### src/rtl/des_round_engine.sv
// des_round_engine
//
// Iterative Feistel round engine for the DES/3DES datapath, one round per clock.
// Sits between the IP stage and the FP stage; the f-function and key schedule are
// external and combinational (f_out is f(f_r, K[sk_idx]) in the same cycle).
//
// Optional feature: define TDES_EN to chain three passes (EDE / DED) internally,
// without IP/FP between passes.
//
// Ports:
//   clk      in   system clock, rising edge
//   rst      in   asynchronous active-high reset
//   start    in   load request, sampled only in IDLE
//   decrypt  in   0 = encrypt, 1 = decrypt, sampled with start
//   L_in     in   [1:32]  left half from IP stage
//   R_in     in   [33:64] right half from IP stage
//   f_r      out  [1:32]  current R register, to the f-function
//   f_out    in   [1:32]  f-function result for f_r and the selected subkey
//   sk_idx   out  [3:0]   subkey index 1..16, 0 in IDLE; 4 bits, so subkey 16
//                         shows as 0 while busy is high
//   sk_sel   out  [1:0]   key set (K1=0, K2=1, K3=2); constant 0 without TDES_EN
//   busy     out  high while rounds are in progress
//   done     out  one-cycle pulse when pre_out is valid
//   pre_out  out  [1:64]  {R16, L16}, registered and held until the next completion
module des_round_engine #(
    // Rounds per DES pass; fixed by the standard, rnd/sk_idx widths assume 16.
    parameter int unsigned ROUNDS = 16
) (
    input  logic         clk,
    input  logic         rst,
    input  logic         start,
    input  logic         decrypt,
    input  logic [1:32]  L_in,
    input  logic [33:64] R_in,
    output logic [1:32]  f_r,
    input  logic [1:32]  f_out,
    output logic [3:0]   sk_idx,
    output logic [1:0]   sk_sel,
    output logic         busy,
    output logic         done,
    output logic [1:64]  pre_out
);

    typedef enum logic [0:0] {StIdle, StRound} state_e;

    state_e      state_q;
    logic [1:32] l_q;
    logic [1:32] r_q;
    logic [4:0]  rnd_q;
    logic        dec_q;
`ifdef TDES_EN
    logic [1:0]  pass_q;
`endif

    logic        dir;        // direction of the current pass, 1 = decrypt
    logic        last_pass;

    always_comb begin
`ifdef TDES_EN
        // EDE for encrypt, DED for decrypt; key sets run K1,K2,K3 or K3,K2,K1.
        dir       = dec_q ^ pass_q[0];
        sk_sel    = dec_q ? (2'd2 - pass_q) : pass_q;
        last_pass = (pass_q == 2'd2);
`else
        dir       = dec_q;
        sk_sel    = 2'd0;
        last_pass = 1'b1;
`endif
        if (state_q == StIdle) begin
            sk_idx = 4'd0;
        end else if (dir) begin
            // 17 - rnd, modulo 16
            sk_idx = 4'd1 - rnd_q[3:0];
        end else begin
            sk_idx = rnd_q[3:0];
        end
    end

    assign f_r = r_q;

    always_ff @(posedge clk or posedge rst) begin
        if (rst) begin
            state_q <= StIdle;
            l_q     <= '0;
            r_q     <= '0;
            rnd_q   <= '0;
            dec_q   <= 1'b0;
`ifdef TDES_EN
            pass_q  <= '0;
`endif
            busy    <= 1'b0;
            done    <= 1'b0;
            pre_out <= '0;
        end else begin
            done <= 1'b0;
            case (state_q)
                StIdle: begin
                    if (start) begin
                        l_q     <= L_in;
                        r_q     <= R_in;
                        rnd_q   <= 5'd1;
                        dec_q   <= decrypt;
`ifdef TDES_EN
                        pass_q  <= 2'd0;
`endif
                        busy    <= 1'b1;
                        state_q <= StRound;
                    end
                end
                StRound: begin
                    if (rnd_q == 5'(ROUNDS)) begin
                        if (last_pass) begin
                            // Final round leaves the halves unswapped: {R16, L16}.
                            pre_out <= {l_q ^ f_out, r_q};
                            done    <= 1'b1;
                            busy    <= 1'b0;
                            state_q <= StIdle;
                        end
`ifdef TDES_EN
                        else begin
                            // Round plus swap: equivalent to FP then IP between passes.
                            l_q    <= l_q ^ f_out;
                            rnd_q  <= 5'd1;
                            pass_q <= pass_q + 2'd1;
                        end
`endif
                    end else begin
                        l_q   <= r_q;
                        r_q   <= l_q ^ f_out;
                        rnd_q <= rnd_q + 5'd1;
                    end
                end
                default: state_q <= StIdle;
            endcase
        end
    end

endmodule
### config.mk
export PLATFORM = sky130hd
export DESIGN_NAME = des_round_engine
export DESIGN_NICKNAME = d
export VERILOG_FILES = /design/src/rtl/des_round_engine.sv
export SDC_FILE = /design/constraint.sdc
export NUM_CORES = 1
export LEC_CHECK = 0
export CORE_ASPECT_RATIO = 1.1
export CORE_MARGIN = 2
export CORE_UTILIZATION = 29
export DETAILED_ROUTE_END_ITERATION = 8
export PLACE_DENSITY_LB_ADDON = 0.12
export SYNTH_ARGS = -nofsm -noshare
export SYNTH_HDL_FRONTEND = slang
export SYNTH_SLANG_ARGS = --single-unit
### constraint.sdc
create_clock -name clk -period 4.28 [get_ports clk]
set_input_delay 0.642 -clock clk [delete_from_list [all_inputs] [get_ports clk]]
set_output_delay 0.642 -clock clk [all_outputs]
set_load 0.02 [all_outputs]
==> results of run 1 <==
[layout make-up]
| type | instances | area (µm²) |
|---|---|---|
| Clock buffer | 17 | 425.4 |
| Inverter | 5 | 25.02 |
| Tap cell | 290 | 362.8 |
| Multi-Input combinational cell | 332 | 2539 |
| Fill cell | 2060 | 12080 |
| Sequential cell | 137 | 3432 |
| Timing Repair Buffer | 211 | 2107 |
| Clock inverter | 15 | 188.9 |
[where the power goes]
group | total, W | internal [W] | switching (W)
Combinational | 0.00343 | 0.00177 | 0.00165
Sequential | 0.00255 | 0.00196 | 0.000591
Clock | 0.00153 | 0.000929 | 0.000602
Total | 0.00751 | 0.00467 | 0.00285
[registers in the layout (all words and copies together) (netlist names)]
name     flops
rnd_q        5
pre_out     64
state_q      1
f_r         32
l_q         32
dec_q        1
busy         1
done         1
[cells in the mapped netlist]
master     instances
inv_1              4
nand3_1            4
and4bb_1           1
o21ai_1            1
nor2_1             2
nand2b_1           2
and2_1             3
inv_4              1
buf_4              7
xor2_1             2
mux2_2            35
or2_1              4
buf_2             10
buf_1              2
nand2_4            1
or2_2             27
a21o_1             1
o221a_1           27
a21oi_4            1
a21oi_1           63
o21a_1            31
a211oi_1           2
clkbuf_1          20
a31oi_1           32
dfrtp_1          137
conb_1             1
buf_6              5
xnor2_1           33
a221o_1            1
nor3b_1           32
o21ai_0            2
o221a_2            4
nand4bb_1          1
or4b_1             1
and3_1             1
nand2_1            6
mux2i_1            2
ha_1               4
nor2b_1            4
[worst register-to-register path, cell delays in order (launching register included)]
cell,delay (ns)
dfrtp_1,0.46
inv_1,0.07
ha_1,0.22
and4bb_2,0.40
buf_4,0.29
a21oi_4,0.77
buf_12,0.32
o221a_1,0.23
[worst paths after layout]
kind                                               from                      end  slack (ns)  depth (start not counted)
worst max-delay path                  state_q$_DFF_PP0_                sk_idx[2]        1.43                          2
worst min-delay path            pre_out[56]$_DFFE_PP0P_  pre_out[56]$_DFFE_PP0P_        0.51                          1
worst max register to register     rnd_q[0]$_DFFE_PP0P_      l_q[23]$_DFFE_PP0P_        1.45                          7
worst min register to register  pre_out[56]$_DFFE_PP0P_  pre_out[56]$_DFFE_PP0P_        0.51                          1
max in group asynchronous                           rst  pre_out[54]$_DFFE_PP0P_        2.91                          3
min in group asynchronous                           rst  pre_out[63]$_DFFE_PP0P_        0.55                          2
[metrics by stage]
step           power, W  hold slack (ns)    util  setup WS [ns]
6_report       0.007512           0.5058  0.4291          1.425
5_1_grt        0.007974           0.5261  0.4291          1.241
4_1_cts        0.007590           0.5080  0.4291          1.393
3_5_place_dp   0.006027           0.4941  0.4001          1.468
3_3_place_gp   0.005966           0.4944  0.4001          1.554
2_1_floorplan  0.004448           0.5456       -          1.931
[cell families (layout without fill, tap and decap cells)]
group	count (synthesis)	in the layout
other	1	2
AO/OA/AOI/OAI	165	165
AND/OR/NAND/NOR	89	89
adder cells (fa/ha/maj)	4	4
flip-flops	137	137
XOR/XNOR	35	35
multiplexers	37	37
buffers and inverters	49	248
[metal layers]
layer,part of all wire,up-vias,global-route usage
li1,-,2258,-
met1,0.44,2423,0.2247
met2,0.48,144,0.2771
met3,0.062,15,0.04567
met4,0.010,0,0.04062
met5,0,-,0
==> metrics.md, run 1 <==
| Metric | Value |
|---|---|
| Number of global-route vias before repair | 4,951 |
| Slowest cell on crit path | dfrtp_4 |
| Clock period minus worst slack | 2.855 ns |
| Row cnt | 56 |
| Post-synth top area share | 0.5513 |
| Final hold vios | 0 |
| Simple-gate portion of the synthesized area | 0.09517 |
| Lkg Pwr | 3.487 nW |
| Post-Synth Adder-Cell Area | 0.008048 |
| Synth Register Bits | 137 |
| Syn avg cell area | 12.03 µm² |
| Die width | 143.6 µm |
| Synth area leaders | dfrtp_1 55%, mux2_2 6.3%, a21oi_1 5.1%, o221a_1 4.9%, xnor2_1 4.6% |
| Post-DP Area | 8466 µm² |
| Syn Std Cell Area | 6218 µm² |
| Worst hold path class | flip-flop to flip-flop |
| HPWL after DPL | 12,930 µm |
| Crit path capture type | output pin |
| Post-CTS Setup Inserts | 0 |
| Initial core utilization | 0.2939 |
| DP Cell Count | 975 |
| Final RePlAce weighted congestion | 0.7820 |
| Worst path top cell family by delay | flip-flops |
| Cell Count, Final, Fillers Out | 1,007 |
| Later-pin clock latency in the skew report | 0.42 ns |
| CTS Hold Buffers Added | 0 |
| Number of remaining DRC errors | 0 |
| Compound-cell area share of the yosys netlist | 0.1867 |
| Wire per inst | 18.86 µm |
| Grt total ovfl | 0 |
| Max VDD drop | 0.3585 mV |
| Critical path, cell by cell | nor2b_1 -> clkdlybuf4s50_1 |
| WS Path Type | flip-flop to output pin |
| CTS root buffer | clkbuf_16 |
| CP Launch Type | flip-flop |
| CTS tree | yes |
| Die area | 22,630 µm² |
| Synthesized netlist cell count | 517 |
| Fin. max-slew vios | 0 |
| # IOs | 204 |
| Yosys top cell by area | dfrtp_1 |
| DR pass1 iterations | 4 |
| Netlist cell types | 39 |
| Final setup viols | 0 |
| Total global-route track usage | 0.1695 |
| Ant diodes | 0 |
| Crit-path max FO | 63 |
| FMAX | 350.3 MHz |
| Port bufs | 201 |
| Part of the cycle the worst path needs | 0.6671 |
| Largest family of logic cells by synthesized area | compound AO/OA/AOI/OAI gates |
| Clock skew | 0.01164 ns |
| Share of layout cells above drive strength 1 | 0.1632 |
| DRT antenna net count | 0 |
| CP bufs+invs | 1 |
| Sink Count | 137 |
| H-tree levels | 4 |
| Mux cell area share after synthesis | 0.06660 |
| Finished Cell Area | 9080 µm² |
| Slowest Stage Delay on Critical Path | 0.86 ns |
| Vias per inst | 4.806 |
| Fin nets | 808 |
| Relative slew margins | 0.3859 |
| Post-Synth XOR/XNOR Area | 0.04930 |
| Initial DRC count | 212 |
| Slew @ Worst Pin | 0.9191 ns |
| CTS Buf Count | 17 |
| Yosys warns | 0 |
| Worst endpoint required time | 3.64 ns |
| Sequential area share after synthesis | 0.5513 |
| Area grow syn2layout | 46.02% |
| RSZ-0062 raised after global routing | no |
| Clock transition at path regs | 0.06 ns |
| Run status | completed |
| Via Count | 4,840 |
| First-pass GRT wire length | 29,010 µm |
| Die height | 157.6 µm |
| Largest net degree at the start of global routing | 64 |
| Max_cap viols | 0 |
| Initial antenna violation count | 0 |
| Longest Clk Path Bufs | 2 |
| Commonest cells after routing, fill and taps aside | 200 x clkdlybuf4s50_1, 136 x dfrtp_1, 63 x a21oi_1 |
| Core area | 21,160 µm² |
| Data arrival, critical path | 2.21 ns |
| Post-Route WL | 18,990 µm |
| Power Density | 827.3 nW/µm² |
| Setup TNS | 0 ns |
| Post_cts resized | 0 |
| Commonest non-fill, non-tap cell in the layout | clkdlybuf4s50_1 |
No activity file was read; power rests on OpenSTA's default activity.
==> inputs of run 2 (changes only) <==
Clock period 4.28 ns to 2.5 ns, I/O delays scaled along.
==> run 2 against run 1 <==
  * Clock-buffer cell count up 4
  * Non-clock buffer count up 8
  * Worst setup slack worse by 1.2 ns
  * Largest power group unchanged
==> metrics.md, run 2 (synthesis results as in run 1) <==
| Metric | Value |
|---|---|
| Clock transition at path regs | 0.06 ns (about the same) |
| Initial antenna violation count | 0 (unchanged) |
| DR pass1 iterations | 4 (unchanged) |
| DRT antenna net count | 0 (unchanged) |
| Final RePlAce weighted congestion | 0.7873 (+0.68%) |
| Slew @ Worst Pin | 0.5621 ns (-0.3571 ns) |
| Slowest cell on crit path | dfrtp_4 |
| Number of global-route vias before repair | 5,208 (+5.2%) |
| Via Count | 4,922 (+1.7%) |
| Clock skew | 0.01104 ns (-0.0006061 ns) |
| RSZ-0062 raised after global routing | no |
| Crit-path max FO | 34 (-46%) |
| Finished Cell Area | 9214 µm² (+1.5%) |
| Wire per inst | 18.98 µm (+0.69%) |
| Sink Count | 137 (unchanged) |
| Lkg Pwr | 3.574 nW (+2.5%) |
| Initial core utilization | 0.2939 (unchanged) |
| Final setup viols | 0 (unchanged) |
| Max reg flops | 64 (unchanged) |
| Fin. max-slew vios | 0 (unchanged) |
| Largest net degree at the start of global routing | 72 (+13%) |
| Grt total ovfl | 0 (unchanged) |
| Final hold vios | 0 (unchanged) |
| Core area | 21,160 µm² (unchanged) |
| Max VDD drop | 0.5464 mV (+52%) |
| Row cnt | 56 (unchanged) |
| CTS Buf Count | 17 (unchanged) |
| Fin nets | 816 (+0.99%) |
| Clock period minus worst slack | 2.323 ns |
| Share of layout cells above drive strength 1 | 0.1710 (+0.007855) |
| Die area | 22,630 µm² (unchanged) |
| Worst hold path class | input port to flip-flop |
| Initial DRC count | 229 (+8.0%) |
| Max_cap viols | 0 (unchanged) |
| Total global-route track usage | 0.1744 (+0.004845) |
| Commonest non-fill, non-tap cell in the layout | clkdlybuf4s50_1 |
| Power Density | 1421 nW/µm² (+72%) |
| Hold_ws | 0.4040 ns (-0.1018 ns) |
| Die height | 157.6 µm (unchanged) |
| Area grow syn2layout | 48.17% |
| Setup TNS | 0 ns (unchanged) |
| H-tree levels | 4 (unchanged) |
| Vias per inst | 4.849 (+0.89%) |
| Relative slew margins | 0.6253 (+0.2394) |
| CP Launch Type | flip-flop |
| First-pass GRT wire length | 30,100 µm (+3.8%) |
| Critical path, cell by cell | and2_1 -> clkdlybuf4s50_1 |
| Die width | 143.6 µm (unchanged) |
| HPWL after DPL | 13,030 µm (+0.73%) |
| Post-Route WL | 19,270 µm (+1.5%) |
| Port bufs | 201 (unchanged) |
| Data arrival, critical path | 1.95 ns (-0.26 ns) |
| Part of the cycle the worst path needs | 0.9291 |
| Crit path capture type | output pin |
| Number of remaining DRC errors | 0 (unchanged) |
| Run status | completed |
| Ant diodes | 0 (unchanged) |
| Later-pin clock latency in the skew report | 0.42 ns (about the same) |
| Slowest Stage Delay on Critical Path | 0.66 ns (-0.20 ns) |
| Commonest cells after routing, fill and taps aside | 198 x clkdlybuf4s50_1, 136 x dfrtp_1, 63 x a21oi_1 |
| Longest Clk Path Bufs | 2 (unchanged) |
| Worst endpoint required time | 2.12 ns (-1.52 ns) |
| CTS Hold Buffers Added | 0 (unchanged) |
| # IOs | 204 (unchanged) |
| CTS tree | yes |
| FMAX | 430.5 MHz |
| CTS root buffer | clkbuf_16 |
| Post-DP Area | 8551 µm² (+1.0%) |
| Post-CTS Setup Inserts | 0 (unchanged) |
| Biggest register | pre_out |
| WS Path Type | flip-flop to output pin |
[run 2: cell types whose count changed in the layout (fill, tap and decap cells not counted), sizes merged, moves of 2 or more]
cell	previous run	this run
inv	9	5
clkbuf	17	21
buf	11	19
clkdlybuf4s50	200	198
bufinv	3	5
[run 2: layout make-up]
| cell class | instances | area, µm² |
|---|---|---|
| Multi-Input combinational cell | 332 | 2539 |
| Inverter | 5 | 25.02 |
| Clock inverter | 11 | 191.4 |
| Timing Repair Buffer | 219 | 2193 |
| Clock buffer | 21 | 470.5 |
| Tap cell | 290 | 362.8 |
| Fill cell | 2007 | 11950 |
| Sequential cell | 137 | 3432 |
[run 2: worst max-delay path: cells and delay by family, from the launching register on]
family,cells,cell delay (ns)
buf+inv,1,0.64
simple gates,1,0.23
flops,1,0.66
[run 2: routing by layer]
| metal | track usage | vias to the layer above | routed length (µm) |
|---|---|---|---|
| li1 | - | 2282 | - |
| met2 | 0.2773 | 172 | 9070 |
| met4 | 0.05742 | 0 | 373 |
| met1 | 0.2345 | 2448 | 8634 |
| met3 | 0.04174 | 20 | 1191 |
| met5 | 0 | - | 0 |
[run 2: metrics by stage]
step	setup slack [ns]	util	std cells	power [W]
2_1_floorplan	0.4179	-	518	0.007615
6_report	0.1772	0.4354	1015	0.01309
3_5_place_dp	0.3563	0.4041	983	0.01037
4_1_cts	0.009990	0.4353	1015	0.01324
5_1_grt	0.1006	0.4354	1015	0.01390
3_3_place_gp	0.4192	0.4041	983	0.01025
[run 2: where the power goes]
group / leakage (nW) / switching [W] / internal, W
combinational: 1.67 / 0.00291 / 0.00308
sequential: 1.58 / 0.000931 / 0.00336
clock: 0.327 / 0.000957 / 0.00185
total: 3.57 / 0.00480 / 0.00830
[run 2: timing repair]
action	in CTS	in global routing
gates resized for setup	1	1
cloned	0	0
setup endpoints to repair	1	1
hold endpoints to repair	0	0
[run 2: worst paths after layout]
kind / startpoint / to / slack, ns / depth (start not counted)
min: start / rnd_q[3]$_DFFE_PP0P_ / 0.40 / 4
max in group asynchronous: rst / f_r[13]$_DFFE_PP0P_ / 1.71 / 3
min in group asynchronous: rst / pre_out[32]$_DFFE_PP0P_ / 0.44 / 3
min reg2reg: pre_out[41]$_DFFE_PP0P_ / pre_out[41]$_DFFE_PP0P_ / 0.51 / 1
max: state_q$_DFF_PP0_ / sk_idx[1] / 0.18 / 2
max reg2reg: rnd_q[0]$_DFFE_PP0P_ / l_q[22]$_DFFE_PP0P_ / 0.34 / 7
